### src/rtl/id_ex_skid_pkg.sv
// Shared definitions for the ID/EX skid stage: the bubble instruction and
// the width of the packed payload that travels through the buffer.
package id_ex_skid_pkg;

    // Canonical RISC-V NOP (addi x0, x0, 0), shown on the outputs for a bubble.
    localparam logic [31:0] INST_NOP = 32'h0000_0013;
    localparam int          INST_W   = 32;

    // Width of {inst, inst_addr, op1, op2, rd_addr, reg_wen}.
    function automatic int payload_width(input int xlen, input int reg_aw);
        return INST_W + 3 * xlen + reg_aw + 1;
    endfunction

endpackage

### src/rtl/id_ex_skid_skid_buf.sv
// Generic two-entry valid/ready skid buffer with synchronous flush. The input
// ready is registered, so no combinational path runs from out_ready_i to in_ready_o.
module skid_buf #(
    parameter int W = 8
) (
    input  logic         clk,
    input  logic         rst,
    input  logic         flush_i,
    input  logic         in_valid_i,
    input  logic [W-1:0] in_data_i,
    output logic         in_ready_o,
    output logic         out_valid_o,
    output logic [W-1:0] out_data_o,
    input  logic         out_ready_i,
    output logic [1:0]   occupancy_o
);

    typedef enum logic [1:0] {
        EMPTY = 2'd0,
        ONE   = 2'd1,
        TWO   = 2'd2
    } state_e;

    state_e         state_q, state_d;
    logic [W-1:0]   main_q, main_d;
    logic [W-1:0]   skid_q, skid_d;
    logic           in_ready_q;
    logic           accept;
    logic           drain;

    assign accept = in_valid_i & in_ready_q;
    assign drain  = (state_q != EMPTY) & out_ready_i;

    always_comb begin
        state_d = state_q;
        main_d  = main_q;
        skid_d  = skid_q;
        case (state_q)
            EMPTY: begin
                if (accept) begin
                    state_d = ONE;
                    main_d  = in_data_i;
                end
            end
            ONE: begin
                if (accept && drain) begin
                    main_d = in_data_i;
                end else if (accept) begin
                    state_d = TWO;
                    skid_d  = in_data_i;
                end else if (drain) begin
                    state_d = EMPTY;
                end
            end
            TWO: begin
                // in_ready is low here, so only a drain can move the state.
                if (drain) begin
                    state_d = ONE;
                    main_d  = skid_q;
                end
            end
            default: state_d = EMPTY;
        endcase
        // A concurrent drain still completes: execute already owns that entry.
        if (flush_i) begin
            state_d = EMPTY;
            main_d  = main_q;
            skid_d  = skid_q;
        end
    end

    always_ff @(posedge clk) begin
        if (rst) begin
            state_q    <= EMPTY;
            main_q     <= '0;
            skid_q     <= '0;
            in_ready_q <= 1'b1;
        end else begin
            state_q    <= state_d;
            main_q     <= main_d;
            skid_q     <= skid_d;
            in_ready_q <= (state_d != TWO);
        end
    end

    assign in_ready_o  = in_ready_q;
    assign out_valid_o = (state_q != EMPTY);
    assign out_data_o  = main_q;
    assign occupancy_o = state_q;

endmodule

### src/rtl/id_ex_skid.sv
// ID/EX pipeline stage: packs the decode fields into one payload, buffers it in
// a two-entry skid buffer and presents a NOP bubble whenever the head is empty.
module id_ex_skid
    import id_ex_skid_pkg::*;
#(
    parameter int XLEN   = 32,
    parameter int REG_AW = 5
) (
    input  logic              clk,
    input  logic              rst,
    input  logic              flush_i,
    input  logic              in_valid_i,
    output logic              in_ready_o,
    input  logic [31:0]       inst_i,
    input  logic [XLEN-1:0]   inst_addr_i,
    input  logic [XLEN-1:0]   op1_i,
    input  logic [XLEN-1:0]   op2_i,
    input  logic [REG_AW-1:0] rd_addr_i,
    input  logic              reg_wen_i,
    output logic [31:0]       inst_o,
    output logic [XLEN-1:0]   inst_addr_o,
    output logic [XLEN-1:0]   op1_o,
    output logic [XLEN-1:0]   op2_o,
    output logic [REG_AW-1:0] rd_addr_o,
    output logic              reg_wen_o,
    output logic              out_valid_o,
    input  logic              out_ready_i,
    output logic [1:0]        occupancy_o
);

    localparam int PW = payload_width(XLEN, REG_AW);

    logic [PW-1:0]     in_pld;
    logic [PW-1:0]     head_pld;
    logic              head_valid;
    logic [31:0]       head_inst;
    logic [XLEN-1:0]   head_addr;
    logic [XLEN-1:0]   head_op1;
    logic [XLEN-1:0]   head_op2;
    logic [REG_AW-1:0] head_rd;
    logic              head_wen;

    assign in_pld = {inst_i, inst_addr_i, op1_i, op2_i, rd_addr_i, reg_wen_i};

    skid_buf #(
        .W (PW)
    ) u_skid_buf (
        .clk         (clk),
        .rst         (rst),
        .flush_i     (flush_i),
        .in_valid_i  (in_valid_i),
        .in_data_i   (in_pld),
        .in_ready_o  (in_ready_o),
        .out_valid_o (head_valid),
        .out_data_o  (head_pld),
        .out_ready_i (out_ready_i),
        .occupancy_o (occupancy_o)
    );

    assign {head_inst, head_addr, head_op1, head_op2, head_rd, head_wen} = head_pld;

    // Bubble muxing keeps stale data in the buffer from ever reaching execute.
    assign out_valid_o = head_valid;
    assign inst_o      = head_valid ? head_inst : INST_NOP;
    assign inst_addr_o = head_valid ? head_addr : '0;
    assign op1_o       = head_valid ? head_op1  : '0;
    assign op2_o       = head_valid ? head_op2  : '0;
    assign rd_addr_o   = head_valid ? head_rd   : '0;
    assign reg_wen_o   = head_valid & head_wen;

endmodule
### config.mk
export PLATFORM = sky130hd
export DESIGN_NAME = id_ex_skid
export DESIGN_NICKNAME = d
export VERILOG_FILES = /design/src/rtl/id_ex_skid_pkg.sv /design/src/rtl/id_ex_skid_skid_buf.sv /design/src/rtl/id_ex_skid.sv
export SDC_FILE = /design/constraint.sdc
export NUM_CORES = 1
export LEC_CHECK = 0
export CORE_MARGIN = 10
export CORE_UTILIZATION = 40
export CTS_BUF_LIST = sky130_fd_sc_hd__clkbuf_4 sky130_fd_sc_hd__clkbuf_8
export DETAILED_ROUTE_END_ITERATION = 16
export GPL_ROUTABILITY_DRIVEN = 0
export PLACE_DENSITY_LB_ADDON = 0.3
export SKIP_CTS_REPAIR_TIMING = 1
export SLEW_MARGIN = 20
export SYNTH_ARGS = -nofsm -noshare
export SYNTH_HDL_FRONTEND = slang
export SYNTH_SLANG_ARGS = --single-unit
### constraint.sdc
create_clock -name clk -period 2.25 [get_ports clk]
set_clock_uncertainty 0.2 [all_clocks]
set_input_delay 0.225 -clock clk [delete_from_list [all_inputs] [get_ports clk]]
set_output_delay 0.225 -clock clk [all_outputs]
set_load 0.01 [all_outputs]
== Yosys cells after proc, flatten, opt, wreduce, memory -nomap -nowiden ==
Index checks and enable logic that the tools add are counted.
W data, S select, Z words.
Operators by class
  eq/ne operators: 6
  muxes and demuxes: 16
  bitwise logic cells: 5
  reductions and logical operators: 6
Operators with widths (number)
  $mux W134: 3
  $pmux W134 S3: 1
  $mux W32: 4
  $mux W2: 6
  $ne A2 B1 Y1 const B: 3
  $pmux W2 S3: 1
  $mux W5: 1
  $reduce_and A5 Y1: 1
  $reduce_and A4 Y1: 1
  $and A1 B1 Y1: 3
  $reduce_bool A3 Y1: 1
  $eq A2 B1 Y1 const B: 1
  $eq A2 B2 Y1 const B: 1
  $logic_not A2 Y1: 1
  $ne A2 B2 Y1 const B: 1
  $not A1 Y1: 2
  $reduce_bool A2 Y1: 1
  $logic_and A1 B1 Y1: 1
Storage, ports and cells
  register bits: 271
  bits of input ports: 139
  output and inout port bits: 138
  word-level logic and storage cells: 37

== Logic depth before layout (Yosys ltp) ==
Gate-level depths: netlist (run 1).
  depth in word-level cells: 8
  mapped depth: 7

== Hierarchy ==
Synthesis (run 1) repeated with hierarchy kept, for this count alone.
Second synthesis, totals
  cell total of the unflattened synthesis: 1344
  area total of the unflattened synthesis: 11509.8 sq um
Modules (own cells, without submodules)
  skid_buf: times used 1, cells an instance 1196, area an instance 10557.6 sq um
  id_ex_skid: times used 1, cells an instance 148, area an instance 952.2 sq um

== Least setup slack after synthesis (run 1) ==
No wires, ideal clock.
  path kind: reg2out
  start point: register u_skid_buf.state_q[1], in the netlist u_skid_buf.occupancy_o[1]
  end point: output op1_o[10]
  arrival time: 1.525 ns
  required time: 1.825 ns
  path slack: 0.300 ns
  cell stages (with the launch flop): 6
  path buffers: 3
  cells stage by stage: dfxtp_1 > or2_1 > clkbuf_1 > clkbuf_1 > clkbuf_1 > and2_1
Between the ends
  cells in the longest elaborated chain, start to end: 2
Ends and longest elaborated chain
  start, declared: line id_ex_skid_skid_buf.sv:24  | state_e state_q, state_d;
  start signal, assigned: line id_ex_skid_skid_buf.sv:79  | state_q <= state_d;
  $reduce_bool A2 Y1: line id_ex_skid_skid_buf.sv:87  | assign out_valid_o = (state_q != EMPTY);
  $mux W32: line id_ex_skid.sv:66  | assign op1_o = head_valid ? head_op1 : '0;
  end, declared: line id_ex_skid.sv:22  | output logic [XLEN-1:0] op1_o,
No other way between the ends.

== Final worst setup path (run 1) ==
  start point: register u_skid_buf.state_q[1], in the netlist u_skid_buf.occupancy_o[1]
  end point: output inst_addr_o[28]
Between the ends
  cells in the longest elaborated chain, start to end: 2
Ends and longest elaborated chain
  $reduce_bool A2 Y1: line id_ex_skid_skid_buf.sv:87
  $mux W32: line id_ex_skid.sv:65  | assign inst_addr_o = head_valid ? head_addr : '0;
  end, declared: line id_ex_skid.sv:21  | output logic [XLEN-1:0] inst_addr_o,
No other way between the ends.

==> flow_summary.json, run 1 <==
{
  "finalMaxSlewViolations": 0,
  "yosys.cell_types.count": 21,
  "die_h_microns": 189,
  "dr.pass1.iters": 5,
  "chipWidth_microns": 189,
  "ant_nets": 0,
  "violations": "negative setup slack",
  "final.setup.worst_slack_ps": -239,
  "rsz0062_at_grt": "yes",
  "vias": 9894,
  "fin_crit_sh_pct": 111,
  "tightest_slew_ps": 673,
  "syn_area_sq_um": 11400,
  "maxCapViolCount": 0,
  "area_growth_pct": 39.4,
  "synth_nets": 1483,
  "grt.total_usage_pct": 17.7,
  "start_kind": "flop",
  "critPathRequiredTime_ps": 1820,
  "htree_levels": 2,
  "synth_seq_cells": 271,
  "drt-initial-drc-count": 633,
  "leakagePower_uw": 0.00840,
  "grt_overflow_total": 0,
  "antenna_found_initial": 5,
  "fin_area_sq_um": 15900,
  "cts_tree": "done",
  "io_pins": 277,
  "p_total_uw": 10700,
  "drcViolationCount": 0,
  "multi_input_area_sq_um": 5510,
  "pwr_density_cell_nw_per_um2": 673,
  "register_area_sq_um": 5430,
  "grt_pass1_vias": 9725,
  "cts_made_buffers": 47,
  "worstSetupEndpointType": "primary output",
  "rows": 61,
  "stdcell_count": 2001,
  "setup_viol": 24,
  "clkSlewWorstSetupHoldPaths_ps": 60,
  "drt_wl_total_microns": 33000,
  "avgSynthCellArea_sq_um": 8.51,
  "holdCritPathClass": "in -> reg",
  "drive_gt1_share_pct": 7.66,
  "wire_per_inst_microns": 16.5,
  "cp.arrival_ps": 2060,
  "coreArea_sq_um": 28000,
  "synth_warnings": 0,
  "period_needed_ps": 2490,
  "grt_pass1_wl_microns": 52700,
  "nFillCells": 2518,
  "clock-root-buffer": "clkbuf_8",
  "start_util_pct": 40.8,
  "dp_hpwl_microns": 22000,
  "netlist.area_leader.share_pct": 47.4,
  "dp_cells": 1918,
  "via_per_inst": 4.94,
  "crit_fanout": 55,
  "placedInstanceArea_sq_um": 14700,
  "synth_top_area_cell": "dfxtp_1",
  "hold_viol": 0,
  "clock_sinks": 271,
  "ys_seq_area_share_pct": 47.4,
  "relSlewSlack_pct": 55.1,
  "fmax_mhz": 402,
  "whs_ps": 55.3,
  "dieArea_sq_um": 35800,
  "outcome": "complete, but fails checks",
  "max-vdd-ir-drop_uv": 415,
  "fin_nets": 1728,
  "worstSkewPairLatency_ps": 550,
  "syn_inst": 1344,
  "critPathKind": "reg -> out",
  "grt_max_degree": 135,
  "cts_max_path_buffers": 3,
  "yosys-top-cells-area": "dfxtp_1 47%, mux2i_1 12%, nand2_1 8.8%",
  "port_buffers": 276
}
## metrics by stage
step                      TNS, ps  util, %  setup slack (ps)
after detailed placement     -481     52.5             -54.0
after global placement          0     52.5              13.1
final                       -4750     56.9              -239
after CTS                  -36020     55.9              -391
after floorplan                 0        -               300
after global routing        -7030     56.9              -341
## path summary, 6_finish.rpt
check,end,start,slack [ps],cells after the start
min,u_skid_buf.skid_q[115],inst_i[13],60,3
max,inst_addr_o[28],u_skid_buf.occupancy_o[1],-240,4
min reg2reg,u_skid_buf.skid_q[2],u_skid_buf.skid_q[2],250,2
max reg2reg,u_skid_buf.skid_q[38],u_skid_buf.occupancy_o[1],200,6
## layout by cell type (no fill, tap or decap), drive strengths merged
master	n
nor2	134
and3b	2
and2	131
clkdlybuf4s50	164
dlymetal6s2s	111
or2	1
nand2b	4
o41ai	1
o22a	1
clkinv	2
a21boi	1
nand2	269
diode	4
mux2i	135
a21oi	135
nor4	1
buf	39
nor3	1
nor2b	1
inv	1
clkbuf	78
dfxtp	271
nand3b	1
nand4bb	1
a211oi	134
## cells in the mapped netlist, drive strengths merged
cell / number
nor2: 134
o22a: 1
o41ai: 1
nor3: 1
a21oi: 135
mux2i: 135
and2: 131
or2: 1
inv: 1
dfxtp: 271
a211oi: 134
nand2: 269
buf: 53
a21boi: 1
nand2b: 4
nor2b: 1
clkbuf: 66
nor4: 1
nand4bb: 1
and3b: 2
nand3b: 1
## flip-flops by register name, summed over array words and instances (netlist names)
name and count:
u_skid_buf.out_data_o 134, u_skid_buf.occupancy_o 2, u_skid_buf.in_ready_o 1, u_skid_buf.skid_q 134
## kinds of logic (layout without fill, tap and decap cells)
logic type	Yosys count	in the layout	share of synthesized area (%)
AND/OR/NAND/NOR	546	546	21.1
AO/OA/AOI/OAI	272	272	15.1
multiplexers	135	135	11.8
buffers and inverters	120	395	4.52
flip-flops	271	271	47.4
other	0	4	0
## layout make-up
cell class	count	area share, %
Antenna cell	4	0.0628
Clock buffer	77	5.90
Clock inverter	2	0.0628
Inverter	1	0.0235
Multi-Input combinational cell	953	34.6
Sequential cell	271	34.0
Tap cell	378	2.97
Timing Repair Buffer	315	22.4
## metal layers
| layer | GRT usage [%] | wire (microns) | up-vias |
|---|---|---|---|
| met3 | 6.05 | 2590 | 61 |
| met2 | 28.9 | 15600 | 251 |
| li1 | - | - | 5046 |
| met4 | 6.72 | 923 | 2 |
| met5 | 0 | 20 | - |
| met1 | 21.1 | 13900 | 4534 |
## worst max-delay path, stage by stage, from the launching register on
cell and delay (ps):
dfxtp_1 340, or2_4 200, buf_12 210, and2_1 210
clkdlybuf4s50_1 560
## power breakdown
group / switching, uW / total (uW) / internal [uW] / leakage (uW)
clock network: 1900 / 4510 / 2610 / 0.000512
registers: 88.6 / 5090 / 5000 / 0.00221
logic: 543 / 1130 / 588 / 0.00568
Note: power is estimated with default switching activity, not from simulation.
==> run 2: changes to the inputs <==
- CTS_BUF_LIST: sky130_fd_sc_hd__clkbuf_4 sky130_fd_sc_hd__clkbuf_8 -> default
- SLEW_MARGIN: 20 -> 15
==> run 2 against run 1 <==
Net effect:
- total power grew 0.30%
- final area shrank 0.35%
- non-clock buffer count is the same
- largest cell class unchanged
- the flow still finishes with violations (negative setup slack)
- critical endpoint is now reg_wen_o
- die area is the same
- clock-buffer cell count shrank 33
- clock power is essentially flat
==> flow_summary.json, run 2 (synthesized netlist as in run 1, its figures left out) <==
{
  "outcome": "complete, but fails checks",
  "violations": "negative setup slack",
  "io_pins": 277,
  "critPathRequiredTime_ps": 1820,
  "start_util_pct": 40.8,
  "crit_fanout": 29,
  "max-vdd-ir-drop_uv": 504,
  "grt_pass1_vias": 9514,
  "leakagePower_uw": 0.00833,
  "vias": 9799,
  "cts_made_buffers": 29,
  "rows": 61,
  "wire_per_inst_microns": 16.7,
  "dp_cells": 1918,
  "worstSetupEndpointType": "primary output",
  "worstSkewPairLatency_ps": 530,
  "finalMaxSlewViolations": 0,
  "holdCritPathClass": "in -> reg",
  "period_needed_ps": 2470,
  "pwr_density_cell_nw_per_um2": 678,
  "clock_sinks": 271,
  "chipWidth_microns": 189,
  "grt_overflow_total": 0,
  "drt-initial-drc-count": 609,
  "cts_max_path_buffers": 3,
  "layout.cells.most_common_list": "271 x dfxtp_1, 269 x nand2_1, 164 x clkdlybuf4s50_1, 135 x a21oi_1, 135 x mux2i_1",
  "critPathKind": "reg -> out",
  "maxCapViolCount": 0,
  "rsz0062_at_grt": "yes",
  "relSlewSlack_pct": 55.5,
  "pwr-share-seq_pct": 47.3,
  "stdcell_count": 1972,
  "fmax_mhz": 405,
  "htree_levels": 1,
  "antenna_found_initial": 5,
  "ant_nets": 0,
  "drive_gt1_share_pct": 5.28,
  "regToRegSetupSlack_ps": 200,
  "clkSlewWorstSetupHoldPaths_ps": 60,
  "setup_viol": 24,
  "dr.pass1.iters": 5,
  "area_growth_pct": 38.9,
  "final_common_cell": "dfxtp_1",
  "drcViolationCount": 0,
  "dp_hpwl_microns": 22000,
  "grt.total_usage_pct": 17.5,
  "die_h_microns": 189,
  "fin_crit_sh_pct": 110,
  "pre_cts_ws_ps": -54.0,
  "p_int_uw": 8280,
  "cp.arrival_ps": 2050,
  "switching_share_pct": 23.1,
  "tightest_slew_ps": 668,
  "combPwrFrac_pct": 10.5,
  "clock-root-buffer": "clkbuf_16",
  "cts_tree": "done",
  "p_clk_share_pct": 42.2,
  "hold_viol": 0,
  "drt_wl_total_microns": 32900,
  "port_buffers": 276,
  "via_per_inst": 4.97,
  "coreArea_sq_um": 28000,
  "grt_max_degree": 135,
  "final.setup.worst_slack_ps": -220,
  "fin_nets": 1710,
  "dieArea_sq_um": 35800,
  "start_kind": "flop",
  "p_sw_uw": 2480,
  "grt_pass1_wl_microns": 52200
}
==> run 2: critical path, cell delays in order (launching register included) <==
cell	delay, ps
dfxtp_1	340
or2_4	200
buf_8	200
and2_1	200
clkdlybuf4s50_1	560
==> run 2: through the flow <==
stage | area (sq um) | setup TNS (ps) | total power, uW | hold slack (ps) | utilization (%)
after floorplan | 11400 | 0 | 5740 | 102 | -
after global placement | 14700 | 0 | 6310 | 241 | 52.5
after detailed placement | 14700 | -481 | 6340 | 246 | 52.5
after CTS | 15600 | -32820 | 10900 | 42.8 | 55.7
after global routing | 15900 | -6360 | 11200 | 63.2 | 56.7
final | 15900 | -4610 | 10800 | 65.7 | 56.7
==> run 2: layout make-up <==
type	count	area (sq um)
Clock inverter	7	85.1
Antenna cell	3	7.51
Multi-Input combinational cell	953	5510
Sequential cell	271	5430
Inverter	1	3.75
Tap cell	378	473
Clock buffer	44	812
Timing Repair Buffer	315	3570
Fill cell	2512	12100
==> run 2: power by group through the flow <==
stage               clock [uW]  sequential (uW)  combinational [uW]
floorplan                    0             5160                 574
global placement             0             5190                1130
detailed placement           0             5190                1150
CTS                       4670             5090                1160
global route              4850             5110                1260
finish                    4540             5090                1130
==> run 2: final timing paths <==
kind / startpoint / to / cells after the start
setup / recovery: u_skid_buf.occupancy_o[1] / reg_wen_o / 4
hold / removal: op1_i[13] / u_skid_buf.skid_q[51] / 3
setup reg to reg: u_skid_buf.occupancy_o[1] / u_skid_buf.skid_q[28] / 6
hold reg to reg: u_skid_buf.skid_q[103] / u_skid_buf.skid_q[103] / 2
==> run 2: metal layers <==
metal / track usage, % / share of wire (%) / vias to the layer above
li1: - / - / 4999
met1: 21.3 / 42 / 4499
met2: 28.7 / 47 / 250
met3: 5.51 / 7.5 / 49
met4: 5.40 / 2.7 / 2
met5: 0 / 0.061 / -
